--- src/rtl/mem_multi_access.sv ---
// LM/SM memory-stage sequencer: one data-memory access per set mask bit at consecutive addresses.
// Optional store-data forwarding from write-back is enabled by defining MEM_ACCESS_FWD_EN.
module mem_multi_access #(
  parameter int DATA_W = 16,
  parameter int ADDR_W = 16,
  parameter int NREG   = 8,
  parameter int IDX_W  = 3
) (
  input  logic              clk,
  input  logic              reset_n,
  input  logic              in_valid,
  output logic              in_ready,
  input  logic              in_is_store,
  input  logic [ADDR_W-1:0] in_base,
  input  logic [NREG-1:0]   in_mask,
  output logic [IDX_W-1:0]  rf_rd_idx,
  input  logic [DATA_W-1:0] rf_rd_data,
  input  logic              fwd_valid,
  input  logic [IDX_W-1:0]  fwd_idx,
  input  logic [DATA_W-1:0] fwd_data,
  output logic [ADDR_W-1:0] mem_addr,
  output logic [DATA_W-1:0] mem_wdata,
  output logic              mem_we,
  input  logic [DATA_W-1:0] mem_rdata,
  output logic              wb_valid,
  output logic [IDX_W-1:0]  wb_idx,
  output logic [DATA_W-1:0] wb_data,
  output logic              stall,
  output logic              done
);

  typedef enum logic [1:0] {
    IDLE  = 2'd0,
    RUN   = 2'd1,
    EMPTY = 2'd2
  } state_t;

  state_t            state_r;
  state_t            state_nxt_s;
  logic [NREG-1:0]   mask_r;
  logic [NREG-1:0]   mask_clr_s;
  logic [ADDR_W-1:0] addr_r;
  logic              is_store_r;
  logic [IDX_W-1:0]  cur_idx_s;
  logic              wb_valid_r;
  logic [IDX_W-1:0]  wb_idx_r;
  logic [DATA_W-1:0] wb_data_r;
  logic              run_s;
  logic              accept_s;

  // Priority encoder: lowest set bit wins, zero mask yields index 0.
  function automatic logic [IDX_W-1:0] lowest_set(input logic [NREG-1:0] m);
    logic [IDX_W-1:0] idx;
    idx = {IDX_W{1'b0}};
    for (int i = NREG - 1; i >= 0; i--) begin
      if (m[i]) begin
        idx = IDX_W'(i);
      end else begin
        idx = idx;
      end
    end
    return idx;
  endfunction

  assign run_s      = (state_r == RUN);
  assign accept_s   = (state_r == IDLE) && in_valid;
  assign cur_idx_s  = lowest_set(mask_r);
  assign mask_clr_s = mask_r & ~({{(NREG-1){1'b0}}, 1'b1} << cur_idx_s);

  // State register.
  always_ff @(posedge clk) begin
    if (!reset_n) begin
      state_r <= IDLE;
    end else begin
      state_r <= state_nxt_s;
    end
  end

  // Request capture, then per-access mask clear and address advance.
  always_ff @(posedge clk) begin
    if (!reset_n) begin
      mask_r     <= {NREG{1'b0}};
      addr_r     <= {ADDR_W{1'b0}};
      is_store_r <= 1'b0;
    end else if (accept_s) begin
      mask_r     <= in_mask;
      addr_r     <= in_base;
      is_store_r <= in_is_store;
    end else if (run_s) begin
      mask_r     <= mask_clr_s;
      addr_r     <= addr_r + {{(ADDR_W-1){1'b0}}, 1'b1};
      is_store_r <= is_store_r;
    end else begin
      mask_r     <= mask_r;
      addr_r     <= addr_r;
      is_store_r <= is_store_r;
    end
  end

  // Load write-back register; a reset edge drops any pending result.
  always_ff @(posedge clk) begin
    if (!reset_n) begin
      wb_valid_r <= 1'b0;
      wb_idx_r   <= {IDX_W{1'b0}};
      wb_data_r  <= {DATA_W{1'b0}};
    end else if (run_s && !is_store_r) begin
      wb_valid_r <= 1'b1;
      wb_idx_r   <= cur_idx_s;
      wb_data_r  <= mem_rdata;
    end else begin
      wb_valid_r <= 1'b0;
      wb_idx_r   <= wb_idx_r;
      wb_data_r  <= wb_data_r;
    end
  end

  // Next-state logic.
  always_comb begin
    state_nxt_s = state_r;
    case (state_r)
      IDLE: begin
        if (in_valid) begin
          state_nxt_s = (in_mask == {NREG{1'b0}}) ? EMPTY : RUN;
        end else begin
          state_nxt_s = IDLE;
        end
      end
      RUN: begin
        if (mask_clr_s == {NREG{1'b0}}) begin
          state_nxt_s = IDLE;
        end else begin
          state_nxt_s = RUN;
        end
      end
      EMPTY:   state_nxt_s = IDLE;
      default: state_nxt_s = IDLE;
    endcase
  end

  // Outputs decoded from state; store data is the only path from live inputs.
  always_comb begin
    in_ready  = 1'b0;
    mem_we    = 1'b0;
    done      = 1'b0;
    mem_addr  = addr_r;
    rf_rd_idx = cur_idx_s;
    case (state_r)
      IDLE: in_ready = 1'b1;
      RUN: begin
        mem_we = is_store_r;
        done   = (mask_clr_s == {NREG{1'b0}});
      end
      EMPTY:   done = 1'b1;
      default: in_ready = 1'b0;
    endcase
  end

`ifdef MEM_ACCESS_FWD_EN
  // Forward a same-cycle write-back to the register being stored.
  always_comb begin
    if (fwd_valid && (fwd_idx == cur_idx_s)) begin
      mem_wdata = fwd_data;
    end else begin
      mem_wdata = rf_rd_data;
    end
  end
`else
  logic unused_fwd_s;
  assign unused_fwd_s = ^{fwd_valid, fwd_idx, fwd_data};
  assign mem_wdata    = rf_rd_data;
`endif

  assign stall    = !in_ready;
  assign wb_valid = wb_valid_r;
  assign wb_idx   = wb_idx_r;
  assign wb_data  = wb_data_r;

endmodule

--- config.mk ---
export PLATFORM = sky130hd
export DESIGN_NAME = mem_multi_access
export DESIGN_NICKNAME = d
export VERILOG_FILES = /design/src/rtl/mem_multi_access.sv
export SDC_FILE = /design/constraint.sdc
export NUM_CORES = 1
export LEC_CHECK = 0
export CORE_MARGIN = 5
export CORE_UTILIZATION = 39
export CTS_BUF_LIST = sky130_fd_sc_hd__clkbuf_8
export CTS_CLUSTER_DIAMETER = 200
export DETAILED_ROUTE_END_ITERATION = 10
export GPL_TIMING_DRIVEN = 0
export PLACE_DENSITY = 0.84
export SLEW_MARGIN = 15
export SYNTH_ARGS = -nofsm -noshare
export SYNTH_HDL_FRONTEND = slang
export SYNTH_SLANG_ARGS = --single-unit
--- constraint.sdc ---
create_clock -name clk -period 2.2 [get_ports clk]
set_clock_uncertainty 0.2 [all_clocks]
set_input_delay 0.44 -clock clk [delete_from_list [all_inputs] [get_ports clk]]
set_output_delay 0.44 -clock clk [all_outputs]
set_load 0.02 [all_outputs]
== Yosys cells after proc, flatten, opt, wreduce, memory -nomap -nowiden ==
Index checks and enable logic that the tools add are counted.

* Flip-flop bits (word level): 47
* Input bits: 80

* Add/subtract/negate cells: 1
* Eq/ne operators: 2
* Shift operators: 1
* Multiplexer cells: 20
* Bitwise operators: 2
* Reduce and logical (&&, ||, !) cells: 8

{| class="wikitable"
|+ Operator list
! cell !! count
|-
| $mux 16 || 2
|-
| $mux 3 || 8
|-
| $add 16x1->16 const B || 1
|-
| $logic_not 8->1 || 2
|-
| $mux 8 || 2
|-
| $and 8x8->8 || 1
|-
| $not 8->8 || 1
|-
| $shl 1x3->8 const A || 1
|-
| $mux 1 || 4
|-
| $mux 2 || 2
|-
| $pmux 2 s2 || 1
|-
| $eq 2x1->1 const B || 1
|-
| $eq 2x2->1 const B || 1
|-
| $logic_and 1x1->1 || 2
|-
| $logic_not 1->1 || 2
|-
| $logic_not 2->1 || 1
|-
| $pmux 1 s2 || 1
|-
| $reduce_bool 2->1 || 1
|}

== Longest topological paths before layout ==
Gate-level depths: netlist of the first run.

* Depth after elaboration: 14
* Gate-level depth with buffers: 7
* Depth with buffers taken out: 7

== Least setup slack after synthesis of the first run ==
Ideal clock, no wire load.

* Path kind: register to output
* From: register mask_r[0]
* To: output port done
* Arrival time: 1.518 ns
* Data required time: 1.560 ns
* Path slack: 0.042 ns
* Stages on the path, launching flop included: 7
* Path through: dfxtp_1 > buf_2 > nor4_4 > nand2_1 > o21ai_0 > o21ai_0 > o21ai_0

* Word-level cells in the longest chain between the ends: 6

{| class="wikitable"
|+ RTL lines
! item !! line !! source
|-
| start, declared || 40 || <nowiki>logic [NREG-1:0] mask_r;</nowiki>
|-
| start signal, assigned || 82 || <nowiki>mask_r <= {NREG{1'b0}};</nowiki>
|-
| start signal, assigned || 86 || <nowiki>mask_r <= in_mask;</nowiki>
|-
| start signal, assigned || 90 || <nowiki>mask_r <= mask_clr_s;</nowiki>
|-
| $mux 3 || 56 || <nowiki>if (m[i]) begin</nowiki>
|-
| $shl 1x3->8 || 68 || <nowiki>assign mask_clr_s = mask_r & ~({{(NREG-1){1'b0}}, 1'b1} << cur_idx_s);</nowiki>
|-
| $not 8->8 || 68 ||
|-
| $and 8x8->8 * || 68 ||
|-
| $logic_not 8->1 * || 151 || <nowiki>done = (mask_clr_s == {NREG{1'b0}});</nowiki>
|-
| $pmux 1 s2 * || 147 || <nowiki>case (state_r)</nowiki>
|-
| end, declared || 29 || <nowiki>output logic done</nowiki>
|}

Mark *: on every way between the ends. The rest lies on a longest branch, timed or not.

== Final worst setup path of the first run ==
* From: register mask_r[1]
* To: output port done

* Word-level cells in the longest chain between the ends: 7

{| class="wikitable"
|+ RTL lines
! item !! line
|-
| $mux 3 (2 in series) || 56
|-
| $shl 1x3->8 || 68
|-
| $not 8->8 || 68
|-
| $and 8x8->8 * || 68
|-
| $logic_not 8->1 * || 151
|-
| $pmux 1 s2 * || 147
|}

Marked as above.

==> reports/metrics.csv, run 1 <==
metric,value,unit
yosysTopAreaCell,dfxtp_1,
synth.avg_cell_area,8.139,sq um
dr.first_iter.drc_count,150,
cts_tree,built,
finalNonFillerCells,479,
fp.dieH,87.93,um
core,5921,sq um
critPathKind,reg -> out,
ir_drop,0.3225,mV
startpoint_type,register,
grt_max_degree,15,
wl_per_cell,13.93,um
synth_top_cell_area_share,0.3973,
setup_ws,-72.84,ps
syn_area,2369,sq um
worstHoldEndpoint,wb_data[11],
fp.dieW,87.93,um
total_power,2174,uW
rsz0062_at_grt,true,
fill_cells,514,
finalCritPeriodShare,1.033,
max_freq,440.0,MHz
syn-num-nets,375,
max-cap-violations,0,
rows,28,
p_per_area,593.2,nW/um^2
hp-start,wb_data[11],
setup_tns,-72.84,ps
reg2reg_to,mask_r[1],
firstDrtPassIters,4,
layout.cells.most_common,clkdlybuf4s50_1,
vias_per_cell,5.015,
io_pins,139,
drc,0,
synth-seq-area-share,0.3973,
cts_buffer_depth,2,
ctsHoldBuffers,0,
ys_ff_latch,47,
ant_nets,0,
p_leak,0.001429,uW
cp_max_fo,7,
min_period,2273,ps
setup_viol,1,
yosys_warnings,0,
hold_viol,0,
cts.sinks,47,
cts_root_buf,clkbuf_8,
regToRegSetupSlack,260,ps
grt_pass1_wl,10230,um
grt.total_usage,0.1643,
grt_pass1_vias,2316,
cp_data_arrival_time,1630,ps
drt_wl_total,6673,um
synth_area_leaders,"dfxtp_1 40%, nand2_1 11%, a21boi_0 7.6%",
numCtsBuffers,5,
drive_gt1_frac,0.1510,
status,finished with violations,
antennaDiodeCount,0,
gp_congestion,0.8206,
slew_violations,0,
insertion_delay,300,ps
antenna_found_initial,0,
crit_required,1560,ps
hold_path_class,reg -> reg,
die_area,7732,sq um
final_cell_mix,"94 x clkdlybuf4s50_1, 69 x nand2_1, 42 x dfxtp_1",
overflow,0,
end_kind,output pin,
cts_max_level,2,
dr_total_vias,2402,
violations,setup timing,
reg2reg_depth,6,
fin_util,0.6190,
reg2reg_from,state_r[0],
initial_core_util,0.4000,
clkSlewWorstSetupHoldPaths,90,ps
register_area,952.2,sq um
io_buffer_count,101,
ys_types,36,
multi_input_area,1272,sq um
slew_headroom,0.6907,
synthCells,291,
final_nets,487,
syn2layout_area_growth,54.73,%
placedCellCount,467,
hpwl,5125,um
worst_pin_slew,463.9,ps
hold-path-cell-count,2,
==> cell type report <==
cell class,count,area share
Sequential cell,47,0.2598
Tap cell,75,0.02561
Inverter,6,0.006145
Buffer,33,0.05258
Clock inverter,2,0.003414
Multi-Input combinational cell,205,0.3472
Timing Repair Buffer,105,0.2827
Clock buffer,6,0.02253
==> per-layer routing <==
layer | vias to the layer above | GRT usage | wire (um)
met4 | 0 | 0.05718 | 115
met2 | 88 | 0.2966 | 3305
li1 | 1207 | - | -
met5 | - | 0 | 0
met1 | 1093 | 0.1903 | 2699
met3 | 14 | 0.03575 | 553
==> worst max path at each step <==
stage / from / endpoint / slack, ps / cells after the start
global placement: mask_r[0] / done / -420 / 7
floorplan: mask_r[0] / done / 40 / 6
detailed placement: mask_r[0] / done / -450 / 7
finish: mask_r[1] / done / -70 / 6
global route: mask_r[1] / done / -200 / 6
CTS: mask_r[1] / done / -60 / 6
==> metrics by stage <==
stage          cell area, sq um  hold slack (ps)  setup WS, ps
6_report                   3665            266.0        -72.84
5_1_grt                    3665            290.5        -199.0
4_1_cts                    3618            268.4        -64.50
3_5_place_dp               3473            256.2        -452.7
3_3_place_gp               3473            250.4        -424.6
2_1_floorplan              2369            260.3         41.51
==> where the power goes <==
group,total [uW],internal [uW],switching [uW]
Combinational,649,330,319
Clock,544,253,291
Sequential,981,914,66.5
==> cell usage after synthesis <==
cell type and instances:
o211ai_1 1, dfxtp_1 47, nor2b_1 1, a31o_2 1, nand2b_1 3, o31ai_1 1
nor4_4 1, o21bai_1 1, mux2i_1 1, nand2_1 69, o21ba_2 1, clkbuf_1 10
ha_1 4, xor2_1 8, nor2_1 8, nand3b_1 2, a21oi_1 9, nor4_1 5
o211a_1 10, nand3_2 2, and2_1 3, or3_2 2, buf_4 16, o2111ai_1 2
buf_2 5, buf_1 2, xnor2_1 5, nor3_1 4, a21boi_0 24, inv_1 6
o21ai_0 15, nor3_2 1, nand4_1 4, a2111oi_0 1, nand3_1 15, a21boi_1 1
==> registers in the layout (all words and copies together) (netlist names) <==
register / cells
mem_addr: 16
wb_data: 16
mask_r: 8
wb_idx: 3
state_r: 2
is_store_r: 1
wb_valid: 1
==> critical path, cell delays in order (launching register included) <==
cell and delay (ps):
dfxtp_4 390, nor4_4 310, nand2_1 100, o21ai_2 140
o21ai_2 100, o21ai_2 150, buf_6 140
==> logic make-up (layout without fill, tap and decap cells) <==
family	Yosys count	count (layout)	synth area share
DFF	47	47	0.3973
xor gates and xnor gates	13	13	0.04807
muxes	1	1	0.004226
and+or+nand+nor	120	120	0.2388
buffers and inverters	39	152	0.08981
AOI/OAI and AO/OA	67	67	0.2007
adders and majority gates	4	4	0.02113
==> timing repair <==
action,CTS,global route
setup buffers,3,1
pin swaps,3,1
gates resized for setup,37,13
setup endpoints to repair,6,6
Power figures use the tool's default switching activity.
==> run 2, diff against run 1 <==
--- a/config.mk
+++ b/config.mk
@@ -6,12 +6,12 @@
 export NUM_CORES = 1
 export LEC_CHECK = 0
 export CORE_MARGIN = 5
-export CORE_UTILIZATION = 39
+export CORE_UTILIZATION = 33
 export CTS_BUF_LIST = sky130_fd_sc_hd__clkbuf_8
 export CTS_CLUSTER_DIAMETER = 200
 export DETAILED_ROUTE_END_ITERATION = 10
 export GPL_TIMING_DRIVEN = 0
-export PLACE_DENSITY = 0.84
+export PLACE_DENSITY = 0.73
 export SLEW_MARGIN = 15
 export SYNTH_ARGS = -nofsm -noshare
 export SYNTH_HDL_FRONTEND = slang
==> run 2 against run 1 <==
  * Combinational power hardly changed
  * Sequential share of layout area is 0.19 points lower
  * Clock power is 11% higher
  * The run still ends with setup timing left
  * Sequential power hardly changed
  * Largest cell class unchanged
  * Count of clock-buffer cells in the layout is 1 lower
==> reports/metrics.csv, run 2 (synthesis results as in run 1) <==
metric,value,unit,change
insertion_delay,290,ps,about the same
critPathKind,reg -> out,,
rows,30,,+7.1%
hold_viol,0,,unchanged
io_pins,139,,unchanged
p_leak,0.001418,uW,-0.83%
gr-usage-met1,0.1726,,-0.01769
min_period,2262,ps,-10.49 ps
gp_congestion,0.7834,,-4.5%
max_freq,442.0,MHz,+0.46%
ant_nets,0,,unchanged
cts_root_buf,clkbuf_8,,
place_ws,-421.9,ps,+30.78 ps
fp.dieW,94.72,um,+7.7%
rsz0062_at_grt,true,,
p_per_area,604.9,nW/um^2,+2.0%
max-cap-violations,0,,unchanged
fp.dieH,94.72,um,+7.7%
stdcell_area,3692,sq um,+0.75%
placedCellCount,488,,+4.5%
total_power,2233,uW,+2.7%
cts_buffer_depth,2,,unchanged
crit_required,1560,ps,about the same
overflow,0,,unchanged
cp_top_family,flip-flops,,
cp_max_fo,7,,unchanged
violations,setup timing,,
antennaDiodeCount,0,,unchanged
ir_drop,0.2546,mV,-21%
io_buffer_count,101,,unchanged
fin_util,0.5346,,-0.08438
setup_ws,-62.35,ps,+10.49 ps
grt_pass1_vias,2384,,+2.9%
wl_per_cell,14.12,um,+1.3%
dr.first_iter.drc_count,99,,-34%
grt_max_degree,14,,-1
hold-path-cell-count,2,,unchanged
worst_pin_slew,520.9,ps,+56.97 ps
cpMostUsedCell,o21ai_2,,
startpoint_type,register,,
cts_max_level,2,,unchanged
final_nets,485,,-0.41%
use_met3,0.04701,,+0.01126
firstDrtPassIters,4,,unchanged
cts_tree,built,,
core,6907,sq um,+17%
drive_gt1_frac,0.1471,,-0.003858
layout.cells.most_common,clkdlybuf4s50_1,,
end_kind,output pin,,
setup_viol,1,,unchanged
syn2layout_area_growth,55.89,%,
finalCritPeriodShare,1.028,,-0.004767
reg2reg_depth,6,,unchanged
clkSlewWorstSetupHoldPaths,80,ps,about the same
crit_path_cell_trace,nor4_4 > nand2_1 > o21ai_2 > o21ai_2 > o21ai_1 > buf_4,,
grt_use_met2,0.2748,,-0.02177
initial_core_util,0.3429,,-0.05711
cts.sinks,47,,unchanged
numCtsBuffers,5,,unchanged
finalNonFillerCells,497,,+3.8%
fill_cells,672,,+31%
cp_data_arrival_time,1620,ps,about the same
vias_per_cell,4.897,,-2.3%
crit_buf_inv,1,,unchanged
antenna_found_initial,0,,unchanged
multi_input_area,1280,sq um,+0.59%
dpl_cell_area,3500,sq um,+0.76%
slew_violations,0,,unchanged
register_area,952.2,sq um,unchanged
hpwl,5319,um,+3.8%
grt.total_usage,0.1534,,-0.01083
die_area,8972,sq um,+16%
path_depth,6,,unchanged
status,finished with violations,,
hold_path_class,reg -> reg,,
dr_total_vias,2434,,+1.3%
final_cell_mix,"94 x clkdlybuf4s50_1, 69 x nand2_1, 42 x dfxtp_1",,
grt_pass1_wl,10920,um,+6.7%
grt_most_used_layer,met2,,
slowest_stage,dfxtp_4,,
max_stage_delay,390,ps,about the same
slew_headroom,0.6496,,-0.04118
drc,0,,unchanged
drt_wl_total,7016,um,+5.1%
==> run 2: power breakdown <==
| part | total, uW | switching [uW] | internal, uW |
|---|---|---|---|
| sequential | 981 | 66.9 | 914 |
| combinational | 649 | 320 | 328 |
| clock | 604 | 275 | 329 |
| total | 2230 | 662 | 1570 |
==> run 2: path summary, 6_finish.rpt <==
check,startpoint,to,slack (ps)
worst max-delay path,mask_r[1],done,-60
worst min-delay path,wb_data[15],wb_data[15],260
worst max register to register,mem_addr[0],mem_addr[12],290
worst min register to register,wb_data[15],wb_data[15],260
==> run 2: final cells by class <==
cell class | instances | share of cell area
buffer | 33 | 0.05388
clock buffer | 5 | 0.01864
clock inverter | 2 | 0.009149
inverter | 6 | 0.006100
multi-input combinational | 205 | 0.3467
sequential | 47 | 0.2579
tap | 96 | 0.03253
timing repair buffer | 103 | 0.2752
==> run 2: repair_timing <==
action / 4_1_cts / 5_1_grt
gates resized for setup: 35 / 19
buffers inserted: 2 / 0
endpoints found under the setup margin: 7 / 5
pin swaps: 3 / 0
hold buffers: 0 / 0
==> run 2: worst register-to-register path, delay by kind of cell, from the launching register on <==
kind | cells | cell delay, ps
AOI/OAI and AO/OA | 1 | 140
xor gates and xnor gates | 1 | 160
adders and majority gates | 1 | 230
DFF | 1 | 450
and+or+nand+nor | 3 | 670
==> run 2: metal layers <==
layer	vias to the layer above	wire length (um)
met2	86	3563
li1	1202	-
met3	10	576
met4	0	112
met1	1136	2763
met5	-	0
==> run 2: per-stage QoR <==
stage / TNS (ps) / hold WS (ps)
2_1_floorplan: 0 / 260.3
3_3_place_gp: -895.7 / 250.8
3_5_place_dp: -910.2 / 258.1
4_1_cts: -56.83 / 270.2
5_1_grt: -211.1 / 289.2
6_report: -62.35 / 263.5
